--- src/rtl/gpr_wb_arbiter_if.sv ---
// Writeback bus between the pipeline / mul-div unit and the register-file write driver.
interface gpr_wb_arbiter_if #(
    parameter int unsigned DEPTH = 4,
    parameter int unsigned DW    = 32,
    parameter int unsigned AW    = 5
);
    localparam int unsigned CW = $clog2(DEPTH) + 1;

    logic          pipe_wr;
    logic [AW-1:0] pipe_rw;
    logic [DW-1:0] pipe_data;
    logic          pipe_ovf;
    logic          md_valid;
    logic          md_ready;
    logic [AW-1:0] md_rw;
    logic [DW-1:0] md_data;
    logic          issue_md;
    logic [AW-1:0] issue_rw;
    logic [31:0]   busy;
    logic [AW-1:0] rW;
    logic [DW-1:0] busW;
    logic          regWr;
    logic [1:0]    regDst;
    logic [CW-1:0] q_count;

    // Producer side: pipeline, mul/div unit and decode.
    modport master (
        output pipe_wr, pipe_rw, pipe_data, pipe_ovf,
        output md_valid, md_rw, md_data, issue_md, issue_rw,
        input  md_ready, busy, rW, busW, regWr, regDst, q_count
    );

    // Arbiter side.
    modport slave (
        input  pipe_wr, pipe_rw, pipe_data, pipe_ovf,
        input  md_valid, md_rw, md_data, issue_md, issue_rw,
        output md_ready, busy, rW, busW, regWr, regDst, q_count
    );
endinterface

--- src/rtl/gpr_wb_arbiter.sv ---
// Merges pipeline and buffered mul/div results onto the single register-file write port,
// and tracks outstanding mul/div destinations in a per-register scoreboard.
module gpr_wb_arbiter #(
    parameter int unsigned DEPTH = 4,
    parameter int unsigned DW    = 32,
    parameter int unsigned AW    = 5
) (
    input logic              clk,
    input logic              rst,
    gpr_wb_arbiter_if.slave  wb
);
    localparam int unsigned PW = $clog2(DEPTH);
    localparam int unsigned CW = PW + 1;

    typedef struct packed {
        logic [AW-1:0] rw;
        logic [DW-1:0] data;
    } entry_t;

    entry_t        mem_q [DEPTH];
    logic [PW-1:0] wr_ptr_q, wr_ptr_d;
    logic [PW-1:0] rd_ptr_q, rd_ptr_d;
    logic [CW-1:0] count_q, count_d;
    logic [31:0]   busy_q, busy_d;
    logic [AW-1:0] rw_q, rw_d;
    logic [DW-1:0] busw_q, busw_d;
    logic          regwr_q, regwr_d;
    logic [1:0]    regdst_q, regdst_d;

    entry_t head;
    logic   push;
    logic   pop;

    assign head        = mem_q[rd_ptr_q];
    // Based on registered count only: a full FIFO refuses a push even while popping.
    assign wb.md_ready = (count_q < CW'(DEPTH)) && !rst;
    assign push        = wb.md_valid && wb.md_ready;
    // Pipe writes always win the port, so the FIFO only drains on pipe-idle cycles.
    assign pop         = !wb.pipe_wr && (count_q != '0);

    // Next-state for FIFO pointers, occupancy, scoreboard and the write-port registers.
    always_comb begin
        wr_ptr_d = push ? wr_ptr_q + PW'(1) : wr_ptr_q;
        rd_ptr_d = pop ? rd_ptr_q + PW'(1) : rd_ptr_q;
        count_d  = count_q;
        if (push && !pop) begin
            count_d = count_q + CW'(1);
        end else if (pop && !push) begin
            count_d = count_q - CW'(1);
        end

        // Clear first so a same-cycle issue to the same register wins.
        busy_d = busy_q;
        if (pop) begin
            busy_d[head.rw] = 1'b0;
        end
        if (wb.issue_md) begin
            busy_d[wb.issue_rw] = 1'b1;
        end
        busy_d[0] = 1'b0;

        rw_d     = rw_q;
        busw_d   = busw_q;
        regwr_d  = 1'b0;
        regdst_d = 2'b00;
        if (wb.pipe_wr && !wb.pipe_ovf) begin
            rw_d    = wb.pipe_rw;
            busw_d  = wb.pipe_data;
            regwr_d = (wb.pipe_rw != '0);
        end else if (wb.pipe_wr) begin
            // Overflow is reported by writing r30 with the flag destination code.
            rw_d     = AW'(30);
            busw_d   = '0;
            regwr_d  = 1'b1;
            regdst_d = 2'b11;
        end else if (pop) begin
            rw_d    = head.rw;
            busw_d  = head.data;
            regwr_d = (head.rw != '0);
        end
    end

    // Control state with synchronous reset.
    always_ff @(posedge clk) begin
        if (rst) begin
            wr_ptr_q <= '0;
            rd_ptr_q <= '0;
            count_q  <= '0;
            busy_q   <= '0;
            rw_q     <= '0;
            busw_q   <= '0;
            regwr_q  <= 1'b0;
            regdst_q <= 2'b00;
        end else begin
            wr_ptr_q <= wr_ptr_d;
            rd_ptr_q <= rd_ptr_d;
            count_q  <= count_d;
            busy_q   <= busy_d;
            rw_q     <= rw_d;
            busw_q   <= busw_d;
            regwr_q  <= regwr_d;
            regdst_q <= regdst_d;
        end
    end

    // FIFO storage needs no reset; occupancy alone decides what is valid.
    always_ff @(posedge clk) begin
        if (push) begin
            mem_q[wr_ptr_q] <= '{rw: wb.md_rw, data: wb.md_data};
        end
    end

    assign wb.busy    = busy_q;
    assign wb.rW      = rw_q;
    assign wb.busW    = busw_q;
    assign wb.regWr   = regwr_q;
    assign wb.regDst  = regdst_q;
    assign wb.q_count = count_q;
endmodule

--- src/flat_wrapper.sv ---
// flat-port wrapper written by rule: the top's interface ports become plain ports
module gpr_wb_arbiter_flat 
#(
    parameter int unsigned DEPTH = 4,
    parameter int unsigned DW    = 32,
    parameter int unsigned AW    = 5
)
  (clk, rst, wb_pipe_wr, wb_pipe_rw, wb_pipe_data, wb_pipe_ovf, wb_md_valid, wb_md_rw, wb_md_data, wb_issue_md, wb_issue_rw, wb_md_ready, wb_busy, wb_rW, wb_busW, wb_regWr, wb_regDst, wb_q_count);
  gpr_wb_arbiter_if #(.DEPTH(DEPTH), .DW(DW), .AW(AW)) wb_i ();
  input logic clk;
  input logic rst;
  input wire logic [$bits(wb_i.pipe_wr)-1:0] wb_pipe_wr;
  input wire logic [$bits(wb_i.pipe_rw)-1:0] wb_pipe_rw;
  input wire logic [$bits(wb_i.pipe_data)-1:0] wb_pipe_data;
  input wire logic [$bits(wb_i.pipe_ovf)-1:0] wb_pipe_ovf;
  input wire logic [$bits(wb_i.md_valid)-1:0] wb_md_valid;
  input wire logic [$bits(wb_i.md_rw)-1:0] wb_md_rw;
  input wire logic [$bits(wb_i.md_data)-1:0] wb_md_data;
  input wire logic [$bits(wb_i.issue_md)-1:0] wb_issue_md;
  input wire logic [$bits(wb_i.issue_rw)-1:0] wb_issue_rw;
  output wire logic [$bits(wb_i.md_ready)-1:0] wb_md_ready;
  output wire logic [$bits(wb_i.busy)-1:0] wb_busy;
  output wire logic [$bits(wb_i.rW)-1:0] wb_rW;
  output wire logic [$bits(wb_i.busW)-1:0] wb_busW;
  output wire logic [$bits(wb_i.regWr)-1:0] wb_regWr;
  output wire logic [$bits(wb_i.regDst)-1:0] wb_regDst;
  output wire logic [$bits(wb_i.q_count)-1:0] wb_q_count;
  assign wb_i.pipe_wr = wb_pipe_wr;
  assign wb_i.pipe_rw = wb_pipe_rw;
  assign wb_i.pipe_data = wb_pipe_data;
  assign wb_i.pipe_ovf = wb_pipe_ovf;
  assign wb_i.md_valid = wb_md_valid;
  assign wb_i.md_rw = wb_md_rw;
  assign wb_i.md_data = wb_md_data;
  assign wb_i.issue_md = wb_issue_md;
  assign wb_i.issue_rw = wb_issue_rw;
  assign wb_md_ready = wb_i.md_ready;
  assign wb_busy = wb_i.busy;
  assign wb_rW = wb_i.rW;
  assign wb_busW = wb_i.busW;
  assign wb_regWr = wb_i.regWr;
  assign wb_regDst = wb_i.regDst;
  assign wb_q_count = wb_i.q_count;
  gpr_wb_arbiter #(.DEPTH(DEPTH), .DW(DW), .AW(AW)) u_core (.clk(clk), .rst(rst), .wb(wb_i));
endmodule
--- config.mk ---
export PLATFORM = sky130hd
export DESIGN_NAME = gpr_wb_arbiter_flat
export DESIGN_NICKNAME = d
export VERILOG_FILES = /design/src/rtl/gpr_wb_arbiter_if.sv /design/src/rtl/gpr_wb_arbiter.sv /design/src/flat_wrapper.sv
export SDC_FILE = /design/constraint.sdc
export NUM_CORES = 1
export LEC_CHECK = 0
export ABC_AREA = 1
export CAP_MARGIN = 5
export CORE_MARGIN = 10
export CORE_UTILIZATION = 46
export DETAILED_ROUTE_END_ITERATION = 6
export PLACE_DENSITY = 0.71
export SLEW_MARGIN = 10
export SYNTH_ARGS = -nofsm -noshare
export SYNTH_HDL_FRONTEND = slang
export SYNTH_SLANG_ARGS = --single-unit
--- constraint.sdc ---
create_clock -name clk -period 4.05 [get_ports clk]
set_input_delay 0.81 -clock clk [delete_from_list [all_inputs] [get_ports clk]]
set_output_delay 0.81 -clock clk [all_outputs]
set_load 0.05 [all_outputs]
Word-level counts from Yosys, hierarchy flattened
Memory sizes are Yosys's and may differ from the RTL's. A register that Yosys moved wholly into a read port is not among the register bits.
Cells that the tools add are included.
{ "op_classes": {"bitwise": 3, "n_addsub": 4, "div_mod_pow": 0, "muxes": 22, "n_shift": 0, "magnitude_cmp": 5, "n_reduce_logical": 19, "mul": 0, "n_eq_ne": 0} }
{ "op_table": {"columns": ["op", "n"], "rows": [
  ["32-bit two-way mux", 5],
  ["32-bit AND", 1],
  ["32-bit inverter", 1],
  ["32-bit OR", 1],
  ["5-bit two-way mux", 3],
  ["5-bit by 6-bit < comparator with 1-bit output, second input constant", 2],
  ["1-bit demux with 5-bit select", 2],
  ["5-bit by 1-bit >= comparator with 1-bit output, second input constant", 2],
  ["5-bit nonzero test", 2],
  ["1-bit logical AND", 8],
  ["1-bit two-way mux", 7],
  ["2-bit two-way mux", 3],
  ["3-bit two-way mux", 2],
  ["3-bit nonzero test", 2],
  ["1-bit zero test", 5],
  ["2-bit by 1-bit adder with 2-bit output, second input constant", 2],
  ["3-bit by 1-bit adder with 3-bit output, second input constant", 1],
  ["3-bit < comparator, second input constant", 1],
  ["3-bit by 1-bit subtractor with 3-bit output, second input constant", 1],
  ["2-bit nonzero test", 1],
  ["2-bit OR reduction", 1]
]} }
{ "totals": {"inputBits": 85, "mem_bits_ro": 0, "elab_cells": 63, "n_memories": 1, "ramBits": 148, "output_inout_bits": 76, "ff_bits": 79, "latch_bits": 0} }
{ "mem_list": {"columns": ["name", "depth", "width", "rd", "rd_clocked_by_memory_dff", "wr", "line", "source"], "rows": [
  ["u_core.mem_q", 4, 37, 1, 1, 1, "gpr_wb_arbiter.sv:20", "entry_t mem_q [DEPTH];"]
]} }

Logic depth before layout (Yosys ltp)
{ "depth": {"word_depth": 9, "depth_mapped": 11, "ltp_nobuf": 10} }

Worst setup path before layout
No wires, ideal clock.
{ "synth_path": {"kind": "input to register", "start": "input port rst", "end": "memory u_core.mem_q[0][0] (netlist name), enable pin", "arrival_time_ns": 3.639, "path_buffers": 1, "slack_ns": -0.021, "stages": 4, "required_ns": 3.619, "setup_ns": 0.431, "cell_sequence": "clkbuf_1 > nor2_1 > nand2_1 > nor2_1"} }
{ "synth_via": {"elab_chain_len": 5} }
{ "synth_lines": {"columns": ["element", "line", "source"], "rows": [
  ["start, declared", "flat_wrapper.sv:11", "input logic rst;"],
  ["1-bit zero test", "gpr_wb_arbiter.sv:36", "assign wb.md_ready = (count_q < CW'(DEPTH)) && !rst;"],
  ["1-bit logical AND", "gpr_wb_arbiter.sv:36", null],
  ["named net wb_md_ready", "flat_wrapper.sv:21", "output wire logic [$bits(wb_i.md_ready)-1:0] wb_md_ready;"],
  ["1-bit logical AND", "gpr_wb_arbiter.sv:37", "assign push = wb.md_valid && wb.md_ready;"],
  ["1-bit two-way mux", "gpr_wb_arbiter.sv:108", "if (push) begin"],
  ["1-bit two-way mux (not written as such)", "gpr_wb_arbiter.sv:109", "mem_q[wr_ptr_q] <= '{rw: wb.md_rw, data: wb.md_data};"],
  ["end, declared", "gpr_wb_arbiter.sv:20", null]
]} }
The timed path passes the listed nets, and every way through them passes these cells.

Final worst setup path
{ "layout_path": {"start": "register u_core.count_q[1] (netlist: u_core.wb.q_count[1])", "end": "output port wb_q_count[1]"} }
{ "layout_rtl": {"columns": ["element", "line", "source"], "rows": [
  ["start, declared", "gpr_wb_arbiter.sv:23", "logic [CW-1:0] count_q, count_d;"],
  ["start signal, assigned", "gpr_wb_arbiter.sv:97", "count_q <= count_d;"],
  ["end, declared", "flat_wrapper.sv:27", "output wire logic [$bits(wb_i.q_count)-1:0] wb_q_count;"]
]} }
No word-level cell between the ends.

==> flow_summary.toml <==
[timing]
skew_ns = 0.0227
fin_ws_ns = 1.44
max_freq_ghz = 0.383
slew_viol_final = 0
worst_slew_pin_slew_ns = 1.01
maxSlewHeadroom = 0.320
rsz0062_at_grt = "false"
period_needed_ns = 2.61
hold_viol = 0
finalCritPeriodShare = 0.645
setup_viol = 0

[routing]
firstDrtPassIters = 5
ant_nets = 0
wl_per_cell_um = 17.1
vias_per_cell = 5.13
num_vias = 6732
drtIter0Drc = 367
drcViolationCount = 0
drt_wl_total_mm = 22.4

[worst_setup_path]
timing.rr.start = "u_core.wb.q_count[2]$_SDFFE_PP0P_"
path_cells = "clkdlybuf4s50_1"
path_buf_inv = 1
critPathArrivalTime_ns = 1.80
critPathMaxStageDelay_ns = 0.85
critPathTopFamily = "buffers and inverters"
cp-end-kind = "output port"
cp_max_fo = 4
setup.worst_path.end = "wb_q_count[1]"
required_ns = 3.24
regToRegEndpoint = "u_core.wb.q_count[2]$_SDFFE_PP0P_"
r2r_setup_slack_ns = 1.94
criticalPathCategory = "flop to output port"
cp-startpoint = "u_core.wb.q_count[1]$_SDFFE_PP0P_"
rr_worst_depth = 10
start_kind = "flop"
slowest_stage = "clkdlybuf4s50_1"
path_depth = 1

[clock_network]
cts_made_buffers = 24
cts-resized-gates = 0
root_buffer = "clkbuf_16"
clk_pin_slew_worst_paths_ns = 0.06
h-tree-depth = 1
cts_hold_buf = 0
cts_tree = "done"
cts_max_path_buffers = 3
cts_sinks = 227
cts_setup_buffers = 0
clkLatencyLatePin_ns = 0.52

[synthesis]
syn-num-nets = 973
yosysSeqAreaShare = 0.659
synth_top_area_frac = 0.486
ys_warn_count = 0
synth.distinct_cells = 32
syn-cell-area_um2 = 9150
syn_inst = 882
yosysTopAreaCell = "edfxtp_1"
synthTopCellsByArea = "edfxtp_1 (49%), dfxtp_1 (17%), nand2_1 (12%)"
ys_seq_elements = 227
syn_avg_cell_area_um2 = 10.4

[floorplanning]
ios = 161
start_util = 0.468
rows = 51
core_area_um2 = 19500
die_x_um = 161
fp.dieH_um = 161
dieArea_um2 = 25900

[layout]
syn2layout_area_growth_pct = 28.0
layout-drive-gt1-share = 0.0833
nets = 1120
multiInputGateArea_um2 = 2750
seq_area_um2 = 6030
nFillCells = 1635

[pwr]
totalPowerFinal_mw = 6.54
max-vdd-ir-drop_mv = 0.463
leakage_nw = 4.10
power_density_nw_per_um2 = 559

[grt]
grt_pass1_vias = 6591
grt_usage = 0.166
grt_pass1_wl_mm = 35.0
grt_overflow = 0
grt_max_degree = 76
antenna_found_initial = 3

[min_path]
hold_class = "flop to flop"
worstHoldStart = "u_core.rd_ptr_q[1]$_SDFFE_PP0N_"

[place]
place_hpwl_mm = 14.5
place.gp.congestion = 0.837
port_buffers = 159
place_ws_ns = 1.01

[flow_run]
max_cap_viol_count = 0

[status]
status = "finished, final reports clean"
power breakdown:
group | internal (mW) | total [mW] | switching, mW | leakage (nW)
Combinational | 0.513 | 1.66 | 1.15 | 1.72
Clock | 1.27 | 2.12 | 0.851 | 0.389
Sequential | 2.65 | 2.76 | 0.111 | 1.99
layout by cell type, fill, tap and decap left out, types with 4 or more instances in the layout:
cell type,n
a21oi_1,43
a31oi_1,33
buf_4,10
clkbuf_16,26
clkbuf_8,6
clkdlybuf4s50_1,158
clkinv_2,4
dfxtp_1,77
edfxtp_1,148
ha_1,5
inv_1,20
inv_2,6
nand2_1,292
nand2_2,4
nand3_1,106
nand3_2,4
nor2_1,7
nor2_2,6
nor2_4,10
nor3_1,13
o21ai_0,32
o21ai_1,12
o22ai_1,4
layout make-up:
cell class	count	area share
multi-input cells	579	0.235
inverters	27	0.00887
well taps	265	0.0283
repair buffers	170	0.145
diodes	2	0.000428
clock buffers	34	0.0633
clock inverters	8	0.00374
flip-flops and latches	227	0.515
metrics by stage:
step	util	hold slack, ns	cells	TNS [ns]	cell area [µm²]
after floorplan	-	0.436	882	-3.09	9150
after global placement	0.559	0.441	1268	0	10900
after detailed placement	0.559	0.451	1268	0	10900
after CTS	0.599	0.459	1310	0	11700
after global routing	0.599	0.473	1311	0	11700
final	0.599	0.460	1312	0	11700
logic make-up (layout without fill, tap and decap cells):
logic type / Yosys count / count (layout) / share of synthesized area
and+or+nand+nor: 445 / 445 / 0.211
DFF: 227 / 227 / 0.659
AOI/OAI and AO/OA: 126 / 126 / 0.0761
buffers and inverters: 76 / 239 / 0.0439
adders and majority gates: 6 / 6 / 0.00903
other: 1 / 3 / 0.000410
xor gates and xnor gates: 1 / 1 / 0.000958
per-layer routing:
layer  vias up  track usage  wire length (µm)
li1       3341            -                 -
met1      3131        0.212              9740
met2       226        0.271             10400
met3        32       0.0452              1830
met4         2       0.0492               366
met5         -            0                18
Yosys cell counts:
cell and number:
nand3_1 106, nand2_4 2, inv_2 6, a21oi_4 1
o21ai_0 32, nand3_2 4, buf_6 3, inv_4 1
clkbuf_1 12, xor2_1 1, nor2_1 11, conb_1 1
o22ai_1 4, buf_2 16, nor2_4 5, o21ai_1 12
a31oi_2 1, ha_1 5, nand2_1 292, dfxtp_1 79
a21oi_1 43, nor2_2 7, nor4_1 1, buf_1 5
edfxtp_1 148, buf_4 10, nor3_1 13, inv_1 20
fa_1 1, nand2_2 4, buf_8 3, a31oi_1 33
tightest hold or removal path, delay by kind of cell (launching register included):
family	cells	cell delay, ns
AO/OA/AOI/OAI	1	0.07
buffers and inverters	1	0.05
flip-flops	1	0.30
flip-flops by register name, indices dropped and copies added (netlist names), named ones only:
name	count
u_core.wb.q_count	3
u_core.wb.rW	5
u_core.wb.regDst	1
u_core.wb.busy	31
u_core.wb.regWr	1
u_core.wr_ptr_q	2
u_core.wb.busW	32
u_core.mem_q	148
u_core.rd_ptr_q	2
worst min-delay path by stage:
stage / to / slack (ns) / depth (start not counted)
after detailed placement: flop / 0.45 / 2
after global routing: u_core.wb.busy[12]$_SDFF_PP0_ / 0.47 / 2
final: flop / 0.46 / 2
after floorplan: flop / 0.44 / 2
after global placement: flop / 0.44 / 2
after CTS: flop / 0.46 / 2
No activity file was read; power rests on OpenSTA's default activity.
==> edit: new RTL, config.mk and constraints unchanged <==
Reset style: asynchronous (`rst`), changed in one clocked block. Comments in the files are not updated.
--- a/src/rtl/gpr_wb_arbiter.sv
+++ b/src/rtl/gpr_wb_arbiter.sv
@@ -81,7 +81,7 @@
     end
 
     // Control state with synchronous reset.
-    always_ff @(posedge clk) begin
+    always_ff @(posedge clk or posedge rst) begin
         if (rst) begin
             wr_ptr_q <= '0;
             rd_ptr_q <= '0;
Function: differs if rst is asserted again (counterexample within 4 cycles, from zero or initial values and one cycle with rst high); with rst held inactive, the same outputs for 4 cycles.
==> edit against the original RTL <==
- design area up 3.5%
- area after synthesis up 3.9%
- sequential cell count down 2
- sequential share of layout area up 1.1 points
- clock skew down 0.011 ns
- core utilization down 0.25 points
- setup slack worse by 0.40 ns
- wire length up 2.0%
- die area up 3.4%
- first-iteration DRC count up 13%
- critical path type is now primary input to primary output
- critical endpoint is now wb_md_ready
- highest routed layer is now met4
Power is not compared: it rests on default switching activity, and its combinational part moved more than twofold at a synthesized area within 25%.
==> edit: results (changes against the original RTL) <==
The fraction of final layout cells sized beyond drive strength 1 works out to 6.94% (-1.4 points). The tools report the global-route total usage across every layer as 16.5% (-0.12 points). Number of resized instances in the post-cts repair step: 0 (unchanged). The number of flip-flops under the largest register name was 148 (unchanged).

The number of buffers added on ports works out to 159 (unchanged). The worst-case IR drop observed on VDD is 0.000460 V. The number of antenna violations at the first check in global routing came out at 0 (-3). Ranked by total cell area, the synthesized netlist is headed by edfxtp_1 (47%), dfrtp_1 (20%), nand2_1 (12%). The clock transition at the registers of the reported paths was 0.06 ns (about the same). For the total of warnings raised by yosys, the log shows 0 (unchanged). The register with the most flip-flops in the final layout is u_core.mem_q. The run gives 67.1% (+1.2 points) as the part of the Yosys area used for sequential elements.

For the number of different library cells in the post-synthesis netlist, the log shows 31 (-3.1%). Leakage power total: 4.83 nW. The via count of the first global-routing pass came out at 6780 (+2.9%). The run gives 1 (unchanged) as the total number of H-tree levels. The run finished with clean final reports. The logs give 10.7 mm (+2.3%) for the total length of routed met2 wires and 0 (unchanged) for the number of buffers added for setup after CTS. The post-DP HPWL was 15.0 mm (+3.9%); the iteration-0 DRC count of the detailed router was 413 (+13%). The wire length of the first global-routing pass was 35.5 mm (+1.4%); the share of flip-flops with an asynchronous set or reset after synthesis was 34.2% (+34 points). The slew at the pin closest to its max-slew limit works out to 0.883 ns (-0.130 ns).

The post-synthesis net count was 1026 (+5.4%). Layout net count: 1182 (+5.5%). The run gives 5 (unchanged) as the length of the first detailed-routing pass in iterations. The tools report the post-route clock skew as 0.0114 ns (-0.0113 ns).

The run gives 66 (-13%) as the largest net degree at the start of global routing. The path class of the tightest hold or removal check is register to register. The number of enable-type register cells in the synthesized netlist was 148 (unchanged); the number of buffers on the longest clock path was 3 (unchanged).

The pre-CTS worst setup slack is 0.991 ns (-0.0224 ns). Signal routing reaches up to met4. The final antenna diode count is 0 (-2). The maximum fanout encountered on the critical timing path is 2 (-2). Sorting the synthesized cells by how often they occur yields nand2_1 (303), edfxtp_1 (148), nor2_1 (146), dfrtp_1 (77), o21ai_0 (59).

The run gives 2.20 ns (+0.40 ns) as the data arrival time of the critical path. The wire length on met1 came out at 10.0 mm (+3.2%). The logs give 1.62 mm (-12%) for the total length of routed met3 wires and 1710 (+4.6%) for the number of fill cells. The average wire per cell in the routed design was 16.6 um (-3.0%); the clock latency reported for the late side of the worst-skew pair was 0.51 ns. The run gives 24 (unchanged) as the number of clock buffers inserted by TritonCTS. The routability congestion estimate came out at 0.796 (-4.8%). The tools report the root buffer cell as clkbuf_16. The detailed-route vias per instance is 4.98 (-2.9%).
[edit: cell types whose count changed in the layout (fill, tap and decap cells not counted), moves of 10 or more]
cell	before	now
a21oi_1	43	2
dfrtp_1	0	75
dfxtp_1	77	0
inv_1	20	49
nand2_1	292	302
nand3_1	106	16
nor2_1	7	142
o21ai_0	32	59
[edit: report_power, final]
group | switching [mW] | total [mW] | internal, mW
registers | 0.337 | 3.26 | 2.93
clock network | 0.845 | 2.14 | 1.29
logic | 2.57 | 3.73 | 1.16
[edit: logic make-up after synthesis]
group	after synthesis	synth area share, %
flops	225	67.1
xor+xnor	4	0.369
other cells	1	0.0395
mux	1	0.119
fa+ha+maj	6	0.869
simple gates	494	20.6
buf+inv	95	4.66
compound gates	109	6.23
[edit: path summary, 6_finish.rpt]
path	slack, ns	end	cells past startpoint	startpoint
worst min-delay path	0.47	u_core.wb.busy[24]$_DFF_PP0_	2	u_core.wb.busy[24]$_DFF_PP0_
worst max-delay path	1.04	wb_md_ready	3	rst
worst max register to register	1.71	u_core.wb.busy[27]$_DFF_PP0_	8	u_core.rd_ptr_q[0]$_DFFE_PP0N_
worst min register to register	0.47	u_core.wb.busy[24]$_DFF_PP0_	2	u_core.wb.busy[24]$_DFF_PP0_
max in group asynchronous	2.55	u_core.wb.busy[14]$_DFF_PP0_	3	rst
min in group asynchronous	0.76	u_core.wb.busy[27]$_DFF_PP0_	2	rst
[edit: worst max-delay path, cell delays in order]
cell and delay, ns:
clkdlybuf4s50_1 0.43, nor2_1 0.13, clkdlybuf4s50_1 0.82
[edit: stage by stage]
stage	power [mW]	std cells	hold slack [ns]	area, um2
floorplan	5.83	935	0.580	9500
global placement	7.02	1335	0.456	11300
detailed placement	7.08	1335	0.464	11300
CTS	9.22	1379	0.478	12100
global route	9.64	1379	0.488	12100
finish	9.14	1379	0.472	12100
[edit: per-layer routing]
metal | vias to the layer above | track usage (%)
li1 | 3381 | -
met1 | 3257 | 21.6
met2 | 204 | 26.9
met3 | 29 | 3.53
met4 | 0 | 5.16
met5 | - | 0
[edit: area by class of cell]
type                    count  area [um2]  area share (%)
well taps                 270         338            2.79
repair buffers            170        1700            14.0
flip-flops and latches    225        6380            52.6
multi-input cells         615        2720            22.4
clock inverters             9        92.6           0.764
clock buffers              35         683            5.64
inverters                  55         210            1.73
